### src/rtl/gray_serial_codec.sv
// Bit-serial Gray<->binary codec, MSB first, with parallel word output.
// Optional abort path enabled by defining GRAY_SER_ABORT_EN.
module gray_serial_codec #(
   parameter int N = 8
) (
   input  logic         clk,
   input  logic         rst,
   input  logic         en,
   input  logic         mode,
   input  logic         start,
   input  logic         bit_valid,
   input  logic         bit_in,
`ifdef GRAY_SER_ABORT_EN
   input  logic         abort,
   output logic         aborted,
`endif
   output logic         bit_out,
   output logic         bit_out_valid,
   output logic [N-1:0] y,
   output logic         done,
   output logic         busy
);

   localparam int CW = (N > 2) ? $clog2(N) : 1;

   localparam logic [0:0] IDLE  = 1'b0;
   localparam logic [0:0] SHIFT = 1'b1;

   logic [0:0]    state_q;
   logic [CW-1:0] cnt_q;
   logic          h_q;
   logic          mode_q;
   logic [N-1:0]  sh_q;
   logic          conv;
   logic          take;
   logic          stop;

   // converted bit for the current input, same XOR in both directions
   always_comb begin
      conv = h_q ^ bit_in;
      take = (state_q == SHIFT) && bit_valid;
`ifdef GRAY_SER_ABORT_EN
      stop = (state_q == SHIFT) && abort;
`else
      stop = 1'b0;
`endif
   end

   // control FSM, history bit, shift register and registered outputs
   always_ff @(posedge clk) begin
      if (rst) begin
         state_q       <= IDLE;
         cnt_q         <= '0;
         h_q           <= 1'b0;
         mode_q        <= 1'b0;
         sh_q          <= '0;
         bit_out       <= 1'b0;
         bit_out_valid <= 1'b0;
         y             <= '0;
         done          <= 1'b0;
         busy          <= 1'b0;
`ifdef GRAY_SER_ABORT_EN
         aborted       <= 1'b0;
`endif
      end else if (en) begin
         bit_out_valid <= 1'b0;
         done          <= 1'b0;
`ifdef GRAY_SER_ABORT_EN
         aborted       <= 1'b0;
`endif
         if (state_q == IDLE) begin
            if (start) begin
               mode_q  <= mode;
               h_q     <= 1'b0;
               cnt_q   <= CW'(N - 1);
               state_q <= SHIFT;
               busy    <= 1'b1;
            end
         end else if (stop) begin
            // word dropped: y and the history are left as they are
            state_q <= IDLE;
            busy    <= 1'b0;
`ifdef GRAY_SER_ABORT_EN
            aborted <= 1'b1;
`endif
         end else if (take) begin
            h_q           <= mode_q ? conv : bit_in;
            bit_out       <= conv;
            bit_out_valid <= 1'b1;
            sh_q          <= {sh_q[N-2:0], conv};
            if (cnt_q == '0) begin
               y       <= {sh_q[N-2:0], conv};
               done    <= 1'b1;
               busy    <= 1'b0;
               state_q <= IDLE;
            end else begin
               cnt_q <= cnt_q - 1'b1;
            end
         end
      end
   end

endmodule

### config.mk
export PLATFORM = sky130hd
export DESIGN_NAME = gray_serial_codec
export DESIGN_NICKNAME = d
export VERILOG_FILES = /design/src/rtl/gray_serial_codec.sv
export SDC_FILE = /design/constraint.sdc
export NUM_CORES = 1
export LEC_CHECK = 0
export ABC_AREA = 1
export CAP_MARGIN = 20
export CELL_PAD_IN_SITES_DETAIL_PLACEMENT = 2
export CELL_PAD_IN_SITES_GLOBAL_PLACEMENT = 2
export CORE_MARGIN = 2
export CORE_UTILIZATION = 30
export CTS_CLUSTER_DIAMETER = 60
export DETAILED_ROUTE_END_ITERATION = 8
export PLACE_DENSITY = 0.82
export SLEW_MARGIN = 20
export SYNTH_ARGS = -nofsm -noshare
export SYNTH_HDL_FRONTEND = slang
export SYNTH_SLANG_ARGS = --single-unit
### constraint.sdc
create_clock -name clk -period 2 [get_ports clk]
set_input_delay 0.4 -clock clk [delete_from_list [all_inputs] [get_ports clk]]
set_output_delay 0.4 -clock clk [all_outputs]
set_load 0.05 [all_outputs]
Yosys cells after proc, flatten, opt, wreduce, memory -nomap -nowiden. Index checks and enable logic that the tools add are counted. Widths: inputs -> output; s select.

Multiplexer cells: 21. Reduce and logical (&&, ||, !) cells: 9. Shift-type cells: 0. Eq/ne operators: 3. $lt $le $gt $ge: 0. Multiply operators: 0. Add/subtract/negate cells: 1. Bitwise gates (word level): 2. Div/mod/pow operators: 0.

Operator list (count): $mux 1 (17); $mux 3 (4); $reduce_and 4->1 (3); $reduce_and 3->1 (3); $ne 2x1->1 const B (2); $logic_not 3->1 (1); $sub 3x1->3 const B (1); $ne 2x2->1 const B (1); $reduce_bool 2->1 (1); $logic_and 1x1->1 (1); $not 1->1 (1); $xor 1x1->1 (1).

Input port bits: 7. ROM bits: 0. Register bits: 25. Memory bits (writable): 0. Latch bits: 0. Memories kept: 0. Logic and storage cells: 46.

Depth between registers and ports, before layout. Gate-level depths: netlist of run 1.

Depth after elaboration: 4. Mapped depth: 8. Depth with buffers taken out: 7.

Least setup slack after synthesis of run 1. No wires, ideal clock.

Path type: register to register. Start point: register cnt_q[0]. End point: register y[1]. Arrival time: 1.083 ns. Path slack: 0.851 ns. Clock period less this slack: 1.149 ns. Cell stages (with the launch flop): 8. Path through: dfxtp_1 -> inv_1 -> ha_1 -> nand2_1 -> nor2_2 -> buf_6 -> nand2_1 -> a21oi_2.

Word-level cells in the longest chain between the ends: 2.

Ends and longest elaborated chain: start, declared (line 30) `logic [CW-1:0] cnt_q;`; start signal, assigned (line 75) `cnt_q <= CW'(N - 1);`; start signal, assigned (line 97) `cnt_q <= cnt_q - 1'b1;`; $logic_not 3->1 (line 91) `if (cnt_q == '0) begin`; $reduce_and 4->1 (no source line); end signal, assigned (line 92) `y <= {sh_q[N-2:0], conv};`; end, declared (line 19) `output logic [N-1:0] y,`.

No other way between the ends. A chain may end at the register's enable or synchronous reset.

Final worst setup path of run 1.
Start point: register y[2]. End point: output y[2].

No word-level cell between the ends.

==> flow_summary.toml, run 1 <==
[synthesis]
ys.warnings.count = 0
synth.cell_area_um2 = 984.7
synth_nets = 137
syn_inst = 128
seq_area_frac_synth_pct = 48.79
synth.avg_cell_area_um2 = 7.693
synth.largest_area_cell = "dfxtp_1"
synth.top_cell.area_share_pct = 48.79
synth_area_leaders = "dfxtp_1, nand2_1, nor2_1"
ys_seq_elements = 24
synth.distinct_cells = 20

[cts]
numCtsBuffers = 3
worstSkewPairLatency_ps = 330
cts_max_level = 1
post-cts-setup-buffers = 0
clk_root_buffer_cell = "clkbuf_4"
cts_buffer_depth = 2
clock_sinks = 24
clk_pin_slew_ps = 150
cts_tree = "built"

[sta]
timing.hold.ws_ps = 481.2
fin_ws_ps = 86.26
fin_tns_setup_ps = 0
hold_viol_final = 0
finClkSkew_ps = 14.32
rsz0062_at_grt = "false"
worst_slew_pin_slew_ps = 508.4
drv_slew = 0
max_freq_mhz = 522.5
post-route-period-util_pct = 95.69
relSlewSlack_pct = 66.00
final-setup-viol-count = 0
period_minus_slack_ps = 1914

[global_route]
antenna_found_initial = 0
grt_pass1_wl_um = 5002
grt_pass1_vias = 1028
gr-usage-all-layers_pct = 18.53
grt_overflow_total = 0
grt_max_degree = 17

[min_path]
holdPathEnd = "y[5]"
min_path_type = "reg2reg"
hold_path.startpoint = "y[5]"
hold_depth = 2

[power]
p_leak_nw = 0.5016
vdd_ir_drop_max_v = 0.0003447
combPwrFrac_pct = 12.0
pwr-share-clk_pct = 37.0
intPower_w = 0.0007383
seqPwrFrac_pct = 51.0
switching_share_pct = 24.85
pwr_density_cell_nw_per_um2 = 769.0
p_switching_w = 0.0002441

[die]
start_util_pct = 31.99
fp.dieW_um = 61.29
pin_count = 19
die_y_um = 61.29
dieArea_um2 = 3756
coreArea_um2 = 3078
std_cell_rows = 20

[routing]
num_vias = 891
drt-initial-drc-count = 11
antenna_left = 0
wl_um = 2878
drc = 0
drt_first_pass_iters = 3
wire_per_inst_um = 14.76
via_per_inst = 4.569

[cells_and_area]
layout.nets = 161
drive_gt1_share_pct = 13.25
n_antenna_cell = 0
syn_to_final_growth_pct = 29.73

[worst_setup_path]
cp-start-kind = "flip-flop"
cp.arrival_ps = 1510
r2r-end = "y[7]"
required_ps = 1600
crit_path_max_fanout = 2
r2r_start = "cnt_q[0]"
worstSetupEndpointType = "primary output"
crit_path_cell_trace = "clkdlybuf4s50_1"
reg2reg_slack_ps = 500
worst_path_max_delay_cell = "clkdlybuf4s50_1"
worst_path_largest_cell_delay_ps = 810
critical_path_class = "reg2out"
reg2reg_depth = 7
critPathBufInv = 1
critPathTopFamily = "buffers and inverters"

[flow_run]
maxCapViolCount = 0

[placement]
gp_congestion = 0.6770
place_ws_ps = 112.3
port_buffers = 18
dpl.hpwl_um = 2145

[run_status]
outcome = "finished, final reports clean"
==> what timing repair did <==
action / in CTS / in global routing
hold buffers: 0 / 0
gates resized for setup: 1 / 0
setup endpoints to repair: 1 / 0
==> synth_stat cells <==
cell	n
buf_2	1
xor2_1	1
inv_2	1
nand2_1	36
a21oi_1	11
a211oi_1	1
nand2_2	3
a21oi_2	5
nor2_2	1
nand3_1	6
ha_1	2
and2_1	1
o21ai_0	5
dfxtp_1	24
nor2_1	15
buf_6	2
clkbuf_1	1
clkinv_1	1
nand3_2	1
inv_1	10
==> final cells by class <==
| class | instances | area [µm²] |
|---|---|---|
| clock buffers | 3 | 22.52 |
| clock inverters | 1 | 30.03 |
| fillers | 375 | 1800 |
| inverters | 12 | 45.04 |
| multi-input cells | 88 | 427.9 |
| flip-flops and latches | 24 | 480.5 |
| well taps | 44 | 55.05 |
| repair buffers | 23 | 216.5 |
==> cell usage in the layout, fill, tap and decap left out, drive strengths merged <==
master          n
clkinv          1
nand2          39
dfxtp          24
bufinv          1
and2            1
a21oi          16
clkbuf          3
dlygate4sd2     1
ha              2
buf             5
inv            11
nand3           7
clkdlybuf4s50  17
xor2            1
o21ai           5
nor2           16
a211oi          1
==> registers in the layout, indices dropped and copies added (netlist names) <==
signal / cells
h_q: 1
sh_q: 7
cnt_q: 3
busy: 1
mode_q: 1
state_q: 1
bit_out_valid: 1
done: 1
y: 8
==> metal layers <==
layer	vias up	global-route usage (%)	routed length, µm
li1	445	-	-
met1	434	23.29	1285
met2	10	32.52	1512
met3	2	3.571	56
met4	0	4.658	23
met5	-	0	0
==> stage by stage <==
step	cells	total power [W]	util, %	instance area (µm²)
floorplan	128	0.0005847	-	984.7
global placement	191	0.0006238	39.84	1226
detailed placement	191	0.0006314	39.84	1226
CTS	195	0.0009910	41.50	1277
global route	195	0.001029	41.50	1277
finish	195	0.0009824	41.50	1277
==> power by group through the flow <==
stage	sequential, W	clock (W)	combinational (W)
2_1_floorplan	0.000527	0	0.0000577
3_3_place_gp	0.000511	0	0.000113
3_5_place_dp	0.000512	0	0.000120
4_1_cts	0.000501	0.000369	0.000121
5_1_grt	0.000503	0.000392	0.000134
6_report	0.000501	0.000364	0.000118
==> logic make-up (layout without fill, tap and decap cells) <==
kind of cell             count (synthesis)  in the layout  synth area share, %
AND/OR/NAND/NOR                         63             63                26.68
adder cells (fa/ha/maj)                  2              2                2.541
flip-flops                              24             24                48.79
XOR/XNOR                                 1              1               0.8896
AO/OA/AOI/OAI                           22             22                13.34
buffers and inverters                   16             39                7.750
==> worst max path at each step <==
stage	from	to	slack, ps	cells after the start
after floorplan	cnt_q[0]	y[1]	850	7
after global placement	en	busy	230	6
after detailed placement	en	cnt_q[2]	110	7
after CTS	y[2]	y[2]	70	1
after global routing	y[2]	y[2]	20	1
final	y[2]	y[2]	90	1
Note: power is estimated with default switching activity, not from simulation.
==> inputs of run 2 (changes only) <==
--- a/config.mk
+++ b/config.mk
@@ -6,7 +6,7 @@
 export NUM_CORES = 1
 export LEC_CHECK = 0
 export ABC_AREA = 1
-export CAP_MARGIN = 20
+export CAP_MARGIN = 10
 export CELL_PAD_IN_SITES_DETAIL_PLACEMENT = 2
 export CELL_PAD_IN_SITES_GLOBAL_PLACEMENT = 2
 export CORE_MARGIN = 2
==> constraint.sdc (replaced) <==
create_clock -name clk -period 2 [get_ports clk]
set_input_delay 0.6 -clock clk [delete_from_list [all_inputs] [get_ports clk]]
set_output_delay 0.6 -clock clk [all_outputs]
set_load 0.05 [all_outputs]
==> run 2 against run 1 <==
Fmax rose by 20%. Cell count up 1.0%. Worst hold slack better by 2.0 ps. Global-route usage shrank 1.4 points. Highest routed layer unchanged. Sequential share of layout area up 0.91 points. Clock power decreased by 29%. Core utilization decreased by 0.98 points. Non-clock buffer count increased by 2. Critical path depth increased by 5. Critical endpoint is now cnt_q[2]. Sequential cell count unchanged. Clock skew shrank 11 ps.
==> flow_summary.toml, run 2 (same netlist as run 1, synthesis figures left out) <==
[global_route]
gr-usage-all-layers_pct = 17.17
grt_pass1_wl_um = 4678
grt_overflow_total = 0
grt_pass1_vias = 978
antenna_found_initial = 0
grt_max_degree = 17

[placement]
place_ws_ps = 51.45
dpl.hpwl_um = 2139
port_buffers = 18
gp_congestion = 0.7147
dp_cells = 193

[die]
fp.dieW_um = 61.29
coreArea_um2 = 3078
dieArea_um2 = 3756
pin_count = 19
start_util_pct = 31.99
std_cell_rows = 20
die_y_um = 61.29

[cts]
clk_pin_slew_ps = 130
cts_repair_resize_count = 0
cts_tree = "built"
postCtsHoldBufs = 0
post-cts-setup-buffers = 0
clock_sinks = 24
cts_buffer_depth = 2
worstSkewPairLatency_ps = 310
cts_max_level = 1
numCtsBuffers = 3
clk_root_buffer_cell = "clkbuf_4"

[cells_and_area]
top_register = "y"
seqCellArea_um2 = 480.5
syn_to_final_growth_pct = 26.68
fill_cells = 364
fin_cells = 197
reg.largest.list = "y (8), sh_q (7), cnt_q (3)"
multiInputGateArea_um2 = 427.9
mostFrequentLayoutCell = "nand2_1"
final_cell_mix = "nand2_1, dfxtp_1, buf_4"
largest_reg_flops = 8
n_antenna_cell = 0
layout.nets = 163
drive_gt1_share_pct = 22.22

[routing]
via_per_inst = 4.599
num_vias = 906
drc = 0
wire_per_inst_um = 14.18
wl_um = 2793
drt-initial-drc-count = 16
drt_first_pass_iters = 2
antenna_left = 0

[sta]
max_freq_mhz = 628.8
finClkSkew_ps = 3.222
worst_slew_pin_slew_ps = 291.6
hold_viol_final = 0
post-route-period-util_pct = 79.52
fin_tns_setup_ps = 0
drv_slew = 0
timing.hold.ws_ps = 483.2
fin_ws_ps = 409.6
final-setup-viol-count = 0
period_minus_slack_ps = 1590
relSlewSlack_pct = 80.54
rsz0062_at_grt = "false"

[min_path]
min_path_type = "reg2reg"

[run_status]
outcome = "finished, final reports clean"

[worst_setup_path]
crit_path_max_fanout = 9
cp.arrival_ps = 1810
cp-start-kind = "input pin"
critical_path_class = "in2reg"
reg2reg_slack_ps = 620
required_ps = 2220
worstSetupEndpointType = "flip-flop"

[power]
p_leak_nw = 0.5244
vdd_ir_drop_max_v = 0.0002714
pwr_density_cell_nw_per_um2 = 704.6

[flow_run]
maxCapViolCount = 0
==> run 2: cell types whose count changed in the layout (fill, tap and decap cells not counted) <==
cell	previous run	this run
dlygate4sd2_1	1	0
bufinv_16	1	0
clkdlybuf4s50_1	17	6
buf_4	5	19
clkbuf_8	0	1
==> run 2: area by class of cell <==
cell class	count	area share, %
inverters	12	3.611
repair buffers	25	16.25
multi-input cells	88	34.30
flip-flops and latches	24	38.52
well taps	44	4.413
clock buffers	4	2.909
==> run 2: path summary, 6_finish.rpt <==
check	endpoint	cells after the start	from
worst min-delay path	bit_out_valid	2	bit_out_valid
worst min register to register	bit_out_valid	2	bit_out_valid
worst max register to register	y[3]	7	cnt_q[0]
worst max-delay path	cnt_q[2]	6	en
==> run 2: layer usage <==
metal,vias up,share of wire [%],global-route usage [%]
met5,-,0,0
met4,0,0.82,5.590
met3,4,2.1,2.521
met2,10,50,29.79
met1,441,47,21.79
li1,451,-,-
==> run 2: worst max-delay path: stages <==
cell	delay [ps]
clkdlybuf4s50_1	500
nand3_2	130
clkinv_1	200
nand3_1	170
nor2_1	140
nor2_1	70
==> run 2: power breakdown <==
group,internal (W),switching (W),total [W]
Clock,0.000111,0.000148,0.000259
Combinational,0.0000436,0.0000744,0.000118
Sequential,0.000492,0.00000972,0.000502
==> run 2: through the flow <==
step | utilization (%) | total power (W) | cell area [µm²]
after global placement | 39.35 | 0.0006250 | 1211
after detailed placement | 39.35 | 0.0006331 | 1211
final | 40.53 | 0.0008789 | 1247
after global routing | 40.53 | 0.0009358 | 1247
after floorplan | - | 0.0005847 | 984.7
after CTS | 40.53 | 0.0008930 | 1247
==> inputs of run 3 (changes only) <==
--- a/config.mk
+++ b/config.mk
@@ -10,10 +10,10 @@
 export CELL_PAD_IN_SITES_DETAIL_PLACEMENT = 2
 export CELL_PAD_IN_SITES_GLOBAL_PLACEMENT = 2
 export CORE_MARGIN = 2
-export CORE_UTILIZATION = 30
+export CORE_UTILIZATION = 25
 export CTS_CLUSTER_DIAMETER = 60
 export DETAILED_ROUTE_END_ITERATION = 8
-export PLACE_DENSITY = 0.82
+export PLACE_DENSITY = 0.73
 export SLEW_MARGIN = 20
 export SYNTH_ARGS = -nofsm -noshare
 export SYNTH_HDL_FRONTEND = slang
==> constraint.sdc (replaced) <==
create_clock -name clk -period 1.35 [get_ports clk]
set_input_delay 0.405 -clock clk [delete_from_list [all_inputs] [get_ports clk]]
set_output_delay 0.405 -clock clk [all_outputs]
set_load 0.05 [all_outputs]
==> run 3 against run 2 <==
Core utilization decreased by 0.63 points. Sequential cell count stayed put. Global-route usage down 2.0 points. Critical path depth shrank 5. Register-to-register slack worse by 510 ps. Non-clock buffer count rose by 4. Via count rose by 3.9%. Die area up 19%. Worst setup slack got worse by 350 ps. Cell count rose by 4.1%. Highest routed layer unchanged.
==> flow_summary.toml, run 3 (same netlist as run 1, synthesis figures left out) <==
[run_status]
outcome = "finished, final reports clean"

[placement]
port_buffers = 18
placed_cell_area_um2 = 1396
gp_congestion = 0.6723
dpl.hpwl_um = 2249
dp_cells = 201

[sta]
period_minus_slack_ps = 1289
worst_slew_pin_slew_ps = 305.6
final-setup-viol-count = 0
post-route-period-util_pct = 95.50
finClkSkew_ps = 5.448
hold_viol_final = 0
drv_slew = 0
max_freq_mhz = 775.6
relSlewSlack_pct = 79.61

[global_route]
grt_max_degree = 17
antenna_found_initial = 0
grtUsageMet2_pct = 27.13
gr-max-usage-layer = "met2"
grt_pass1_vias = 1033
gr-usage-all-layers_pct = 15.17
grt_use_met3_pct = 3.209
grt_use_met1_pct = 17.29
grt_pass1_wl_um = 4912
grt_overflow_total = 0

[cells_and_area]
fill_cells = 436
top_register = "y"
stdcell_area_um2 = 1483
multiInputGateArea_um2 = 450.4
reg.largest.list = "y (8), sh_q (7), cnt_q (3)"
final_cell_mix = "nand2_1, dfxtp_1, nor2_1"
drive_gt1_share_pct = 27.39
n_antenna_cell = 0
syn_to_final_growth_pct = 50.57
largest_reg_flops = 8
seqCellArea_um2 = 480.5
fin_util_pct = 39.90
fin_cells = 205
mostFrequentLayoutCell = "nand2_1"
layout.nets = 167

[die]
coreArea_um2 = 3716
fp.dieW_um = 66.76
start_util_pct = 26.50
std_cell_rows = 22
pin_count = 19
dieArea_um2 = 4457
die_y_um = 66.76

[cts]
clock_sinks = 24
post-cts-setup-buffers = 0
cts_max_level = 1
numCtsBuffers = 3
cts_tree = "built"
worstSkewPairLatency_ps = 280
clk_pin_slew_ps = 90
cts_buffer_depth = 2
clk_root_buffer_cell = "clkbuf_8"
postCtsHoldBufs = 0

[worst_setup_path]
r2r-end = "y[1]"
worst_path_largest_cell_delay_ps = 440
reg2reg_slack_ps = 110
reg2reg_depth = 7
r2r_start = "cnt_q[1]"
cp_num_cells = 1
cp.arrival_ps = 880
crit_start = "sh_q[0]"
crit_path_max_fanout = 4
critPathTopFamily = "flip-flops"
worstSetupEndpointType = "primary output"
worst_path_max_delay_cell = "dfxtp_1"
critPathBufInv = 1
cp-start-kind = "flip-flop"
crit_path_end = "bit_out"
required_ps = 950
critical_path_class = "reg2out"
crit_path_cell_trace = "buf_12"

[power]
p_leak_nw = 0.5944
pwr-share-clk_pct = 34.6
switching_share_pct = 26.28
seqPwrFrac_pct = 51.0
vdd_ir_drop_max_v = 0.0004147
pwr_density_cell_nw_per_um2 = 988.3
p_switching_w = 0.0003852
combPwrFrac_pct = 14.4
intPower_w = 0.001080

[routing]
wl_um = 2949
via_per_inst = 4.590
wire_per_inst_um = 14.39
drc = 0
antenna_left = 0
num_vias = 941
drt_first_pass_iters = 4
drt-initial-drc-count = 9

[min_path]
min_path_type = "reg2reg"
hold_path.startpoint = "sh_q[6]"

[flow_run]
maxCapViolCount = 0
-- run 3: cell count changes in the layout (fill, tap and decap cells not counted), moves of 2 or more --
cell and delta:
clkdlybuf4s50_1 -2, dlygate4sd2_1 +2, buf_6 +2, clkbuf_8 +3, clkbuf_4 -3, buf_12 +12
buf_4 -10
-- run 3: repair_timing --
item | in CTS | in global routing
setup endpoints to repair | 12 | 8
gates resized for setup | 7 | 5
gates cloned | 0 | 0
pin swaps | 0 | 2
-- run 3: final cells by class --
type,count,area share (%)
clock buffer,4,3.713
tap,48,4.051
inverter,12,3.291
multi-input combinational,88,30.38
sequential,24,32.41
timing repair buffer,29,26.16
-- run 3: power groups by stage --
stage                     registers [W]  clock network [W]   logic, W
after floorplan                0.000781                  0  0.0000854
after global placement         0.000761                  0   0.000194
after detailed placement       0.000763                  0   0.000206
after CTS                      0.000747           0.000530   0.000212
after global routing           0.000749           0.000556   0.000232
final                          0.000747           0.000508   0.000210
-- run 3: worst min-delay path by stage --
| stage | to | slack, ps | cells after the start |
|---|---|---|---|
| after detailed placement | sh_q[6] | 480 | 2 |
| after global placement | sh_q[6] | 460 | 2 |
| after CTS | sh_q[6] | 490 | 2 |
| after global routing | sh_q[5] | 520 | 2 |
| after floorplan | sh_q[6] | 440 | 2 |
| final | sh_q[6] | 490 | 2 |
-- run 3: routing by layer --
layer  vias to the layer above  wire length (µm)
li1                        461                 -
met1                       458              1247
met2                        15              1542
met3                         7                90
met4                         0                68
met5                         -                 0
-- run 3: worst min-delay path: cells and delay by family (launching register included) --
family	cells	cell delay, ps
AOI/OAI and AO/OA	1	60
and+or+nand+nor	1	70
DFF	1	320
-- run 3: per-stage QoR --
| step | setup slack, ps | TNS, ps | hold slack (ps) | total power (W) |
|---|---|---|---|---|
| floorplan | 200.9 | 0 | 443.9 | 0.0008663 |
| global placement | -282.4 | -5152 | 456.6 | 0.0009553 |
| detailed placement | -331.2 | -6161 | 477.2 | 0.0009691 |
| CTS | 33.74 | 0 | 491.8 | 0.001490 |
| global route | -0.2018 | -0.2018 | 516.0 | 0.001537 |
| finish | 60.74 | 0 | 489.0 | 0.001465 |
